--- config.mk ---
export PLATFORM = sky130hd
export DESIGN_NAME = trap_ctrl
export DESIGN_NICKNAME = d
export VERILOG_FILES = /design/src/rtl/trap_ctrl.sv
export SDC_FILE = /design/constraint.sdc
export NUM_CORES = 1
export LEC_CHECK = 0
export CELL_PAD_IN_SITES_DETAIL_PLACEMENT = 1
export CELL_PAD_IN_SITES_GLOBAL_PLACEMENT = 1
export CORE_MARGIN = 3
export CORE_UTILIZATION = 21
export CTS_BUF_LIST = sky130_fd_sc_hd__clkbuf_16
export CTS_CLUSTER_DIAMETER = 40
export DETAILED_ROUTE_END_ITERATION = 10
export PLACE_DENSITY = 0.79
export SETUP_SLACK_MARGIN = 0.1
export SYNTH_ARGS = -nofsm -noshare
export SYNTH_HDL_FRONTEND = slang
export SYNTH_SLANG_ARGS = --single-unit
--- constraint.sdc ---
create_clock -name clk -period 2.1 [get_ports clk]
set_clock_uncertainty 0.15 [all_clocks]
set_input_delay 0.315 -clock clk [delete_from_list [all_inputs] [get_ports clk]]
set_output_delay 0.315 -clock clk [all_outputs]
set_load 0.01 [all_outputs]
--- src/rtl/trap_ctrl.sv ---
// -----------------------------------------------------------------------------
// trap_ctrl
//   Machine-mode trap / mret sequencer. On an ecall/exception it writes mepc,
//   mcause and mstatus into the CSR file on three consecutive cycles, then
//   issues a one-cycle PC redirect to mtvec. On mret it rewrites mstatus and
//   redirects to mepc. While idle, it grants the pipeline's own CSR writes
//   straight through to the CSR file write port.
//
// Ports
//   clk, rst        : rising-edge clock, synchronous active-high reset
//   trap_req        : trap request; trap_pc / trap_cause are captured with it
//   mret_req        : mret request (loses to trap_req when both are high)
//   pipe_csr_we     : pipeline CSR write valid (with pipe_csr_addr/wdata)
//   pipe_csr_ready  : pipeline CSR write granted this cycle
//   csr_mtvec/mepc/mstatus : current CSR values read from the CSR file
//   csr_we, csr_addr_w, csr_wdata : single CSR file write port
//   pc_redirect, redirect_pc      : one-cycle fetch redirect
//   busy            : a trap/mret sequence is in flight; the pipeline stalls
//
// Handshake: a pipeline CSR write transfers in exactly the cycle where
//   pipe_csr_we=1 and pipe_csr_ready=1. The grant is combinational, so the
//   write reaches the CSR file in that same cycle. When ready=0 the pipeline
//   keeps the request asserted and retries. trap_req / mret_req are level
//   requests sampled only while busy=0.
//
// Observability: the sequencer state is held in r_state (type state_t) for
//   binding checkers hierarchically.
// -----------------------------------------------------------------------------
module trap_ctrl #(
  parameter int data_width     = 32,
  parameter int csr_addr_width = 12
) (
  input  logic                      clk,
  input  logic                      rst,
  input  logic                      trap_req,
  input  logic [data_width-1:0]     trap_pc,
  input  logic [data_width-1:0]     trap_cause,
  input  logic                      mret_req,
  input  logic                      pipe_csr_we,
  input  logic [csr_addr_width-1:0] pipe_csr_addr,
  input  logic [data_width-1:0]     pipe_csr_wdata,
  output logic                      pipe_csr_ready,
  input  logic [data_width-1:0]     csr_mtvec,
  input  logic [data_width-1:0]     csr_mepc,
  input  logic [data_width-1:0]     csr_mstatus,
  output logic                      csr_we,
  output logic [csr_addr_width-1:0] csr_addr_w,
  output logic [data_width-1:0]     csr_wdata,
  output logic                      pc_redirect,
  output logic [data_width-1:0]     redirect_pc,
  output logic                      busy
);

  localparam logic [csr_addr_width-1:0] ADDR_MSTATUS = csr_addr_width'(12'h300);
  localparam logic [csr_addr_width-1:0] ADDR_MEPC    = csr_addr_width'(12'h341);
  localparam logic [csr_addr_width-1:0] ADDR_MCAUSE  = csr_addr_width'(12'h342);

  typedef enum logic [2:0] {
    IDLE      = 3'd0,
    T_MEPC    = 3'd1,
    T_MCAUSE  = 3'd2,
    T_MSTATUS = 3'd3,
    T_REDIR   = 3'd4,
    M_MSTATUS = 3'd5,
    M_REDIR   = 3'd6
  } state_t;

  state_t                  r_state;
  state_t                  w_next;
  logic [data_width-1:0]   r_pc;
  logic [data_width-1:0]   r_cause;
  logic [data_width-1:0]   w_mstatus_trap;
  logic [data_width-1:0]   w_mstatus_mret;
  logic                    w_idle;

  assign w_idle = (r_state == IDLE);

  // ---------------------------------------------------------------------------
  // State and captured trap information
  // ---------------------------------------------------------------------------
  always_ff @(posedge clk) begin
    if (rst) begin
      r_state <= IDLE;
      r_pc    <= '0;
      r_cause <= '0;
    end else begin
      r_state <= w_next;
      if (w_idle && trap_req) begin
        r_pc    <= trap_pc;
        r_cause <= trap_cause;
      end
    end
  end

  // ---------------------------------------------------------------------------
  // mstatus rewrites
  //   trap: MPIE <= MIE, MIE <= 0, MPP <= M
  //   mret: MIE <= MPIE, MPIE <= 1, MPP <= M
  // ---------------------------------------------------------------------------
  always_comb begin
    w_mstatus_trap        = csr_mstatus;
    w_mstatus_trap[7]     = csr_mstatus[3];
    w_mstatus_trap[3]     = 1'b0;
    w_mstatus_trap[12:11] = 2'b11;

    w_mstatus_mret        = csr_mstatus;
    w_mstatus_mret[3]     = csr_mstatus[7];
    w_mstatus_mret[7]     = 1'b1;
    w_mstatus_mret[12:11] = 2'b11;
  end

  // ---------------------------------------------------------------------------
  // Next state and outputs
  // ---------------------------------------------------------------------------
  always_comb begin
    w_next         = r_state;
    csr_we         = 1'b0;
    csr_addr_w     = '0;
    csr_wdata      = '0;
    pc_redirect    = 1'b0;
    redirect_pc    = '0;
    busy           = !w_idle;
    // A request arriving in IDLE pre-empts the pipeline write that cycle.
    pipe_csr_ready = w_idle && !trap_req && !mret_req;

    unique case (r_state)
      IDLE: begin
        if (trap_req) begin
          w_next = T_MEPC;
        end else if (mret_req) begin
          w_next = M_MSTATUS;
        end else if (pipe_csr_we) begin
          csr_we     = 1'b1;
          csr_addr_w = pipe_csr_addr;
          csr_wdata  = pipe_csr_wdata;
        end
      end
      T_MEPC: begin
        csr_we     = 1'b1;
        csr_addr_w = ADDR_MEPC;
        csr_wdata  = {r_pc[data_width-1:2], 2'b00};
        w_next     = T_MCAUSE;
      end
      T_MCAUSE: begin
        csr_we     = 1'b1;
        csr_addr_w = ADDR_MCAUSE;
        csr_wdata  = r_cause;
        w_next     = T_MSTATUS;
      end
      T_MSTATUS: begin
        csr_we     = 1'b1;
        csr_addr_w = ADDR_MSTATUS;
        csr_wdata  = w_mstatus_trap;
        w_next     = T_REDIR;
      end
      T_REDIR: begin
        // Direct mode only: the mode bits of mtvec are dropped.
        pc_redirect = 1'b1;
        redirect_pc = {csr_mtvec[data_width-1:2], 2'b00};
        w_next      = IDLE;
      end
      M_MSTATUS: begin
        csr_we     = 1'b1;
        csr_addr_w = ADDR_MSTATUS;
        csr_wdata  = w_mstatus_mret;
        w_next     = M_REDIR;
      end
      M_REDIR: begin
        pc_redirect = 1'b1;
        redirect_pc = csr_mepc;
        w_next      = IDLE;
      end
      default: begin
        w_next = IDLE;
      end
    endcase
  end

endmodule

== Word level (Yosys, flattened, before mapping) ==
Index checks and enable logic that the tools add are counted.
Operators by class
  equality and inequality tests: 7
  mux-type cells: 17
  reduce and logical (&&, ||, !) cells: 10
Operator list (count)
  $pmux W32 S5: 1
  $mux W32: 3
  $pmux W32 S2: 1
  $pmux W12 S4: 1
  $mux W12: 3
  $pmux W3 S5: 1
  $eq A3 B3 Y1 const B: 3
  $eq A3 B2 Y1 const B: 2
  $mux W3: 2
  $mux W1: 4
  $reduce_or A2 Y1: 2
  $reduce_or A4 Y1: 1
  $eq A3 B1 Y1 const B: 1
  $logic_and A1 B1 Y1: 3
  $logic_not A1 Y1: 3
  $logic_not A3 Y1: 1
  $ne A3 B3 Y1 const B: 1
  $pmux W1 S2: 1
Word-level totals
  register bits: 67
  bits of input ports: 209
  output and inout port bits: 80
  logic and storage cells: 37

== Logic depth before layout (Yosys ltp) ==
Gate-level depths: netlist (run 1).
  word-level depth: 4
  depth in mapped cells: 6
  depth with buffers taken out: 3

== Worst setup path after synthesis (run 1) ==
No wires, ideal clock.
  path type: register to output
  start point: register r_state[1]
  end point: output port csr_wdata[13]
  data arrival time: 1.727 ns
  data required time: 1.635 ns
  setup slack: -0.092 ns
  stages on the path, launching flop included: 7
  path buffers: 3
  cell sequence: dfxtp_1 > buf_6 > or3_1 > buf_2 > nor4b_4 > buf_6 > a221o_1
Between the ends
  longest elaborated chain between the ends: 2
  elaborated cells on any way between the ends: 6
  classes of those cells: eq/ne: 4; mux: 1; reduce/logical: 1
RTL lines
  start, declared: RTL line 68  | state_t r_state;
  start signal, assigned: RTL line 87  | r_state <= w_next;
  $eq A3 B3 Y1, or another cell as far along: RTL line 126  | unique case (r_state)
  $pmux W32 S5 (*): RTL line 126
  end, declared: RTL line 48  | output logic [data_width-1:0] csr_wdata,
Mark *: on every way between the ends. The rest lies on a longest branch, timed or not.

== Worst setup path after layout (run 1) ==
Ends and elaborated chain as after synthesis.

==> impl_metrics.sql, run 1 <==
INSERT INTO impl_metrics (metric_group, metric, value, unit) VALUES
('power_and_ir_drop', 'switching_power_total', '1.876', 'mW'),
('synth', 'synth_largest_area_cell', 'sky130_fd_sc_hd__dfxtp_1', ''),
('detailed_routing', 'wl', '27920', 'µm'),
('sta', 'finalSetupViolCount', '133', ''),
('placed_design', 'routabilityCongestion', '0.7796', ''),
('critical_path', 'crit_path_cell_trace', 'or3_4 > nor4b_4 > buf_4 > buf_6 > buf_8 > buf_16 > a221o_1 > buf_2', ''),
('layout', 'fin_util', '0.5170', ''),
('clock_network', 'clk_pin_slew', '0.06', 'ns'),
('power_and_ir_drop', 'seq_power_share', '0.251', ''),
('clock_network', 'worst_skew_pair.late_latency', '0.33', 'ns'),
('power_and_ir_drop', 'p_sw_frac', '0.3331', ''),
('synth', 'synth_warnings', '0', ''),
('layout', 'design_area', '0.009445', 'mm²'),
('clock_network', 'clockBufferDepth', '2', ''),
('sta', 'slew-limit-headroom', '0.5816', ''),
('placed_design', 'detailed_place.area', '0.007330', 'mm²'),
('global_routing', 'grt.overflow.total', '0', ''),
('clock_network', 'cts_inserted_buffers', '9', ''),
('critical_path', 'crit_start', 'r_state[1]', ''),
('global_routing', 'first_pass_grt_wire_length', '37040', 'µm'),
('synth', 'synth.lib_cells_used.distinct', '31', ''),
('synth', 'total_of_flip_flops_plus_latches_after_synthesis', '65', ''),
('sta', 'hold_violations', '0', ''),
('critical_path', 'category_of_the_worst_setup_path_capture_point', 'output pin', ''),
('critical_path', 'critPathLaunchType', 'flip-flop', ''),
('clock_network', 'cts.root.buffer_cell', 'sky130_fd_sc_hd__clkbuf_16', ''),
('worst_hold_path', 'min-delay-path-class', 'reg -> reg', ''),
('sta', 'slew_viol_final', '0', ''),
('critical_path', 'criticalPathCategory', 'reg -> out', ''),
('synth', 'netlist_top_cells_area', 'sky130_fd_sc_hd__dfxtp_1 (33%), sky130_fd_sc_hd__mux2i_1 (15%), sky130_fd_sc_hd__nand2_1 (12%)', ''),
('critical_path', 'crit_cells', '8', ''),
('critical_path', 'crit_path_max_incr_delay', '0.41', 'ns'),
('power_and_ir_drop', 'power.clock.fraction', '0.259', ''),
('synth', 'syn_inst', '524', ''),
('critical_path', 'cp_data_required_time', '1.63', 'ns'),
('critical_path', 'crit-reg2reg-capture', 'r_cause[12]', ''),
('detailed_routing', 'number_of_routed_nets_with_antenna_violations', '0', ''),
('layout', 'fillers', '1994', ''),
('outcome', 'failed_checks', 'negative setup slack', ''),
('power_and_ir_drop', 'power.density', '596.2', 'mW/mm²'),
('outcome', 'run_status', 'finished, violations left', ''),
('clock_network', 'holdBufCountCts', '0', ''),
('critical_path', 'regToRegStartpoint', 'r_state[1]', ''),
('sta', 'tightestPinTransition', '0.6276', 'ns'),
('global_routing', 'gr-usage-all-layers', '0.2431', ''),
('synth', 'synth-seq-area-share', '0.3277', ''),
('critical_path', 'critPathArrivalTime', '2.17', 'ns'),
('job', 'max-cap-violations', '0', ''),
('power_and_ir_drop', 'power.static_leakage', '3.979', 'nW'),
('sta', 'period_needed', '2.640', 'ns'),
('sta', 'fmax', '378.8', 'MHz'),
('critical_path', 'r2r_cells', '13', ''),
('detailed_routing', 'detail_route.vias_per_cell', '5.111', ''),
('floorplan', 'die_outline_area', '0.02060', 'mm²'),
('floorplan', 'design.portCount', '289', ''),
('critical_path', 'critical_path.max_fanout', '10', ''),
('detailed_routing', 'detail_route.first_pass.iterations', '5', ''),
('placed_design', 'port_buffers', '282', ''),
('critical_path', 'slowest_cell_on_the_critical_path', 'sky130_fd_sc_hd__or3_4', ''),
('clock_network', 'max_h_tree_level', '3', ''),
('sta', 'final_critical_path_setup_slack', '-0.5398', 'ns'),
('critical_path', 'setup.reg_to_reg.worst_slack', '-0.21', 'ns'),
('critical_path', 'cp-endpoint', 'csr_wdata[13]', ''),
('critical_path', 'crit_buf_inv', '5', ''),
('floorplan', 'placeableCoreArea', '0.01827', 'mm²'),
('critical_path', 'critical_path_s_top_delay_family', 'simple AND/OR/NAND/NOR gates', ''),
('sta', 'rsz0062_at_grt', 'true', ''),
('detailed_routing', 'dr_total_vias', '5745', ''),
('global_routing', 'grt_pass1_vias', '5992', ''),
('detailed_routing', 'drt_iter0_drc', '187', ''),
('layout', 'final_nets', '1097', '');
-- cell usage after synthesis (all sizes together) --
master and count:
nor3 4, buf 15, mux2i 58, o2bb2ai 1
or2 1, and3 4, o21ai 1, dfxtp 65
nand2 125, inv 2, clkbuf 37, nor2 37
nor4 1, a21oi 90, a21o 4, and2 7
o22ai 1, nor2b 1, or4b 1, a211oi 26
nand2b 4, a22o 3, nor4b 2, o21a 1
a221o 29, xor2 2, or3 1, a2bb2oi 1
-- tightest hold or removal path: cells and delay by family (launching register included) --
| family | cells | cell delay (ns) |
|---|---|---|
| AO/OA/AOI/OAI | 1 | 0.04 |
| flip-flops | 1 | 0.30 |
| AND/OR/NAND/NOR | 1 | 0.06 |
-- cell families (layout without fill, tap and decap cells) --
group / after synthesis / after routing / synth area share
mux: 58 / 58 / 0.1462
compound gates: 157 / 157 / 0.2590
xor+xnor: 2 / 2 / 0.004412
other cells: 0 / 2 / 0
flops: 65 / 65 / 0.3277
simple gates: 188 / 188 / 0.2004
buf+inv: 54 / 423 / 0.06238
-- cell type report --
class,count,area (µm²),share of cell area
antenna,2,5.005,0.0005299
clock buffer,9,225.2,0.02384
clock inverter,7,56.30,0.005961
inverter,2,7.507,0.0007948
multi-input combinational,405,3258,0.3449
sequential,65,1308,0.1384
tap,229,286.5,0.03034
timing repair buffer,405,4299,0.4552
-- placed cells by master, fill, tap and decap left out, drive strengths merged, types with 4 or more instances in the layout --
cell type	n
buf	202
clkdlybuf4s50	201
nand2	125
a21oi	90
dfxtp	65
mux2i	58
nor2	37
a221o	29
a211oi	26
clkbuf	9
and2	7
inv	6
a21o	4
and3	4
nor3	4
nand2b	4
-- through the flow --
| stage | setup slack (ns) | TNS (ns) | hold WS, ns | std cells | power (mW) |
|---|---|---|---|---|---|
| global route | -0.6151 | -42.61 | 0.3339 | 1124 | 5.872 |
| detailed placement | -0.5270 | -41.62 | 0.2966 | 1028 | 3.245 |
| CTS | -0.5811 | -24.49 | 0.2844 | 1115 | 5.380 |
| global placement | -0.4973 | -38.61 | 0.2914 | 1028 | 3.226 |
| finish | -0.5398 | -34.93 | 0.3060 | 1124 | 5.631 |
| floorplan | -0.08859 | -2.967 | 0.2857 | 524 | 2.216 |
-- per-layer routing --
metal,GRT usage,wire (µm),vias up
met5,0,0,-
met4,0.05946,741,0
met3,0.06522,2177,44
met2,0.4753,15180,283
met1,0.2559,9823,2812
li1,-,-,2606
-- worst min path at each step --
stage                            end       start  cells after the start
after floorplan           r_cause[7]  r_cause[7]                      2
after global placement      r_pc[19]    r_pc[19]                      2
after detailed placement    r_pc[10]    r_pc[10]                      2
after CTS                 r_state[1]         rst                      2
after global routing        r_pc[29]    r_pc[29]                      2
final                       r_pc[31]    r_pc[31]                      2
-- power groups by stage --
stage / Combinational [mW] / Sequential [mW] / Clock, mW
detailed placement: 1.83 / 1.42 / 0
global placement: 1.81 / 1.42 / 0
finish: 2.76 / 1.41 / 1.46
CTS: 2.49 / 1.40 / 1.49
global route: 2.90 / 1.42 / 1.55
floorplan: 0.816 / 1.40 / 0
-- state kept, by name, summed over array words and instances, names as in the netlist --
name / flops
r_state: 3
r_cause: 32
r_pc: 30
-- what timing repair did --
action                                  in CTS  in global routing
cloned                                      26                  0
buffers inserted                            45                 15
endpoints found under the setup margin     142                141
pin swaps                                   56                 86
gates resized for setup                    469                190
endpoints found under the hold margin        0                  0
Note: power is estimated with default switching activity, not from simulation.
==> inputs of run 2 (changes only) <==
SETUP_SLACK_MARGIN = unset   (was 0.1)
==> run 2 against run 1 <==
The flow still finishes with violations (negative setup slack). Fmax up 7.0%. Sequential share of layout area is 2.8 points higher. Worst hold slack got worse by 0.044 ns. Via count fell by 9.5%. Power shrank 18%. Flip-flop and latch count did not move. Critical path depth fell by 1. Utilization fell by 8.8 points. Sequential power about the same.
==> impl_metrics.sql, run 2 (synthesis gave the netlist of run 1 again) <==
INSERT INTO impl_metrics (metric_group, metric, value, unit) VALUES
('power_and_ir_drop', 'max-vdd-ir-drop', '0.2581', 'mV'),
('critical_path', 'category_of_the_worst_setup_path_capture_point', 'output pin', ''),
('power_and_ir_drop', 'power.total', '4.637', 'mW'),
('sta', 'finalSetupViolCount', '64', ''),
('placed_design', 'port_buffers', '282', ''),
('sta', 'rsz0062_at_grt', 'true', ''),
('detailed_routing', 'detail_route.vias_per_cell', '4.891', ''),
('outcome', 'failed_checks', 'negative setup slack', ''),
('clock_network', 'clock_tree_from_tritoncts', 'done', ''),
('global_routing', 'use_met3', '0.04493', ''),
('detailed_routing', 'wl', '23390', 'µm'),
('critical_path', 'critical_path_s_top_delay_family', 'simple AND/OR/NAND/NOR gates', ''),
('floorplan', 'design.portCount', '289', ''),
('global_routing', 'antenna_found_initial', '3', ''),
('layout', 'layout.cells.most_common_list', 'sky130_fd_sc_hd__clkdlybuf4s50_1 (201), sky130_fd_sc_hd__nand2_1 (125), sky130_fd_sc_hd__a21oi_1 (90), sky130_fd_sc_hd__dfxtp_1 (62), sky130_fd_sc_hd__buf_2 (52)', ''),
('layout', 'max_reg_flops', '32', ''),
('layout', 'final_layout_size_suffix_gt1_frac', '0.2127', ''),
('layout', 'largest_register', 'r_cause', ''),
('clock_network', 'cts.root.buffer_cell', 'sky130_fd_sc_hd__clkbuf_16', ''),
('placed_design', 'routabilityCongestion', '0.7999', ''),
('critical_path', 'criticalPathCategory', 'reg -> out', ''),
('global_routing', 'grt_most_used_layer', 'met2', ''),
('detailed_routing', 'drt_iter0_drc', '208', ''),
('detailed_routing', 'avgRoutedWirePerCell', '22.00', 'µm'),
('critical_path', 'setup.reg_to_reg.worst_slack', '0.13', 'ns'),
('detailed_routing', 'drc_errors', '0', ''),
('layout', 'largest_registers', 'r_cause: 32 flops, r_pc: 30 flops, r_state: 3 flops', ''),
('power_and_ir_drop', 'seq_power_share', '0.302', ''),
('floorplan', 'die_width', '143.5', 'µm'),
('global_routing', 'gr-usage-all-layers', '0.2031', ''),
('global_routing', 'groute.layer.met1.usage', '0.2084', ''),
('floorplan', 'die_outline_area', '0.02060', 'mm²'),
('sta', 'final_min_period_over_clock_period', '1.175', ''),
('layout', 'final_nets', '1038', ''),
('sta', 'slew-limit-headroom', '0.7088', ''),
('sta', 'slew_viol_final', '0', ''),
('global_routing', 'grtUsageMet2', '0.4046', ''),
('clock_network', 'clockBufferDepth', '2', ''),
('power_and_ir_drop', 'power.clock.fraction', '0.278', ''),
('worst_hold_path', 'timing.hold.worst_endpoint', 'r_state[2]', ''),
('worst_hold_path', 'min-delay-path-class', 'in -> reg', ''),
('critical_path', 'crit_path_cell_trace', 'or3_4 > nor4b_4 > buf_4 > buf_8 > clkbuf_16 > a221o_1 > buf_2', ''),
('sta', 'tightestPinTransition', '0.4368', 'ns'),
('critical_path', 'cp_data_required_time', '1.63', 'ns'),
('critical_path', 'crit-reg2reg-capture', 'r_cause[3]', ''),
('critical_path', 'critPathLaunchType', 'flip-flop', ''),
('sta', 'final_critical_path_setup_slack', '-0.3672', 'ns'),
('clock_network', 'cts_inserted_buffers', '9', ''),
('detailed_routing', 'dr_total_vias', '5199', ''),
('critical_path', 'critical_path.max_fanout', '6', ''),
('floorplan', 'rows', '49', ''),
('critical_path', 'regToRegStartpoint', 'r_state[0]', ''),
('critical_path', 'r2r_cells', '6', ''),
('critical_path', 'critPathArrivalTime', '2.00', 'ns'),
('power_and_ir_drop', 'pwr-share-comb', '0.421', ''),
('clock_network', 'clk_pin_slew', '0.06', 'ns'),
('power_and_ir_drop', 'p_sw_frac', '0.3161', ''),
('floorplan', 'dieHeight', '143.5', 'µm'),
('global_routing', 'grt_max_degree', '46', ''),
('detailed_routing', 'detail_route.first_pass.iterations', '4', ''),
('clock_network', 'worst_skew_pair.late_latency', '0.33', 'ns'),
('global_routing', 'first_pass_grt_wire_length', '31420', 'µm'),
('sta', 'setup_tns', '-15.22', 'ns'),
('critical_path', 'slowest_cell_on_the_critical_path', 'sky130_fd_sc_hd__or3_4', ''),
('clock_network', 'numClockSinks', '65', ''),
('layout', 'most_frequent_standard_cell_in_the_layout_excluding_fill_and_tap_cells', 'sky130_fd_sc_hd__clkdlybuf4s50_1', ''),
('layout', 'synthToLayoutAreaGrowth', '97.26', '%'),
('clock_network', 'max_h_tree_level', '3', ''),
('sta', 'fin_hold_ws', '0.2616', 'ns'),
('critical_path', 'crit_buf_inv', '4', ''),
('power_and_ir_drop', 'p_int', '3.171', 'mW'),
('job', 'max-cap-violations', '0', ''),
('outcome', 'run_status', 'finished, violations left', ''),
('power_and_ir_drop', 'power.static_leakage', '3.121', 'nW'),
('worst_hold_path', 'hold_start', 'rst', ''),
('worst_hold_path', 'holdPathStages', '2', ''),
('sta', 'fmax', '405.3', 'MHz'),
('floorplan', 'starting_density_of_the_core', '0.2174', ''),
('sta', 'period_needed', '2.467', 'ns'),
('placed_design', 'detailedPlacementHpwl', '16970', 'µm'),
('power_and_ir_drop', 'power.density', '591.9', 'mW/mm²'),
('critical_path', 'crit_path_max_incr_delay', '0.40', 'ns'),
('detailed_routing', 'number_of_routed_nets_with_antenna_violations', '0', ''),
('global_routing', 'grt.overflow.total', '0', ''),
('floorplan', 'placeableCoreArea', '0.01827', 'mm²'),
('power_and_ir_drop', 'switching_power_total', '1.466', 'mW'),
('global_routing', 'grt_pass1_vias', '5337', ''),
('sta', 'hold_violations', '0', '');
-- run 2: changes by cell type in the layout (fill, tap and decap cells not counted), moves of 7 or more --
cell	previous run	this run
sky130_fd_sc_hd__a21oi_1	33	90
sky130_fd_sc_hd__nand2_2	27	0
sky130_fd_sc_hd__buf_6	41	21
sky130_fd_sc_hd__buf_16	20	3
sky130_fd_sc_hd__buf_4	44	30
sky130_fd_sc_hd__buf_8	17	7
sky130_fd_sc_hd__buf_12	18	11
sky130_fd_sc_hd__buf_2	62	52
sky130_fd_sc_hd__nand2_4	57	0
sky130_fd_sc_hd__a21oi_2	57	0
sky130_fd_sc_hd__nand2_1	41	125
-- run 2: worst max-delay path by stage --
stage,cells after the start,slack [ns],endpoint,start
after global routing,7,-0.43,csr_wdata[12],r_state[0]
after detailed placement,5,-0.56,csr_wdata[29],mret_req
after global placement,5,-0.52,csr_wdata[2],mret_req
after floorplan,6,-0.09,csr_wdata[14],r_state[1]
after CTS,6,-0.43,csr_wdata[27],r_state[0]
final,7,-0.37,csr_wdata[29],r_state[0]
-- run 2: cell type report --
class | instances | area (µm²)
Timing Repair Buffer | 346 | 3422
Sequential cell | 65 | 1308
Clock inverter | 5 | 18.77
Clock buffer | 9 | 225.2
Antenna cell | 2 | 5.005
Tap cell | 229 | 286.5
Multi-Input combinational cell | 405 | 2561
Inverter | 2 | 7.507
Fill cell | 2123 | 10440
-- run 2: power by group through the flow --
stage / clock [mW] / sequential, mW / combinational [mW]
finish: 1.29 / 1.40 / 1.95
global route: 1.37 / 1.41 / 2.09
CTS: 1.31 / 1.40 / 1.82
detailed placement: 0 / 1.42 / 1.83
global placement: 0 / 1.42 / 1.80
floorplan: 0 / 1.40 / 0.815
-- run 2: stage by stage --
stage	instances	worst slack [ns]	utilization	area [µm²]
2_1_floorplan	524	-0.09029	-	4004
3_3_place_gp	1023	-0.5194	0.3990	7289
6_report	1063	-0.3672	0.4288	7834
3_5_place_dp	1023	-0.5574	0.3990	7289
5_1_grt	1062	-0.4330	0.4286	7831
4_1_cts	1047	-0.4257	0.4169	7617
-- run 2: per-layer routing --
layer | wire [µm] | vias to the layer above
met2 | 12590 | 221
met3 | 1689 | 30
met4 | 628 | 2
li1 | - | 2471
met1 | 8465 | 2475
met5 | 13 | -
-- run 2: worst register-to-register path, delay by kind of cell (launching register included) --
family,cells,cell delay [ns]
buffers and inverters,3,0.61
AOI/OAI and AO/OA,1,0.07
DFF,1,0.32
and+or+nand+nor,2,0.68
-- run 2: timing repair --
item	4_1_cts	5_1_grt
setup endpoints to repair	141	77
cloned	4	6
setup buffers	6	9
resized for setup	296	58
hold buffers	0	0
pin swaps	7	10
==> inputs of run 3 (changes only) <==
HOLD_SLACK_MARGIN = 0.03   (was unset)
==> results of run 3 <==
The final DEF is identical to that of run 2; final timing and power are the same.
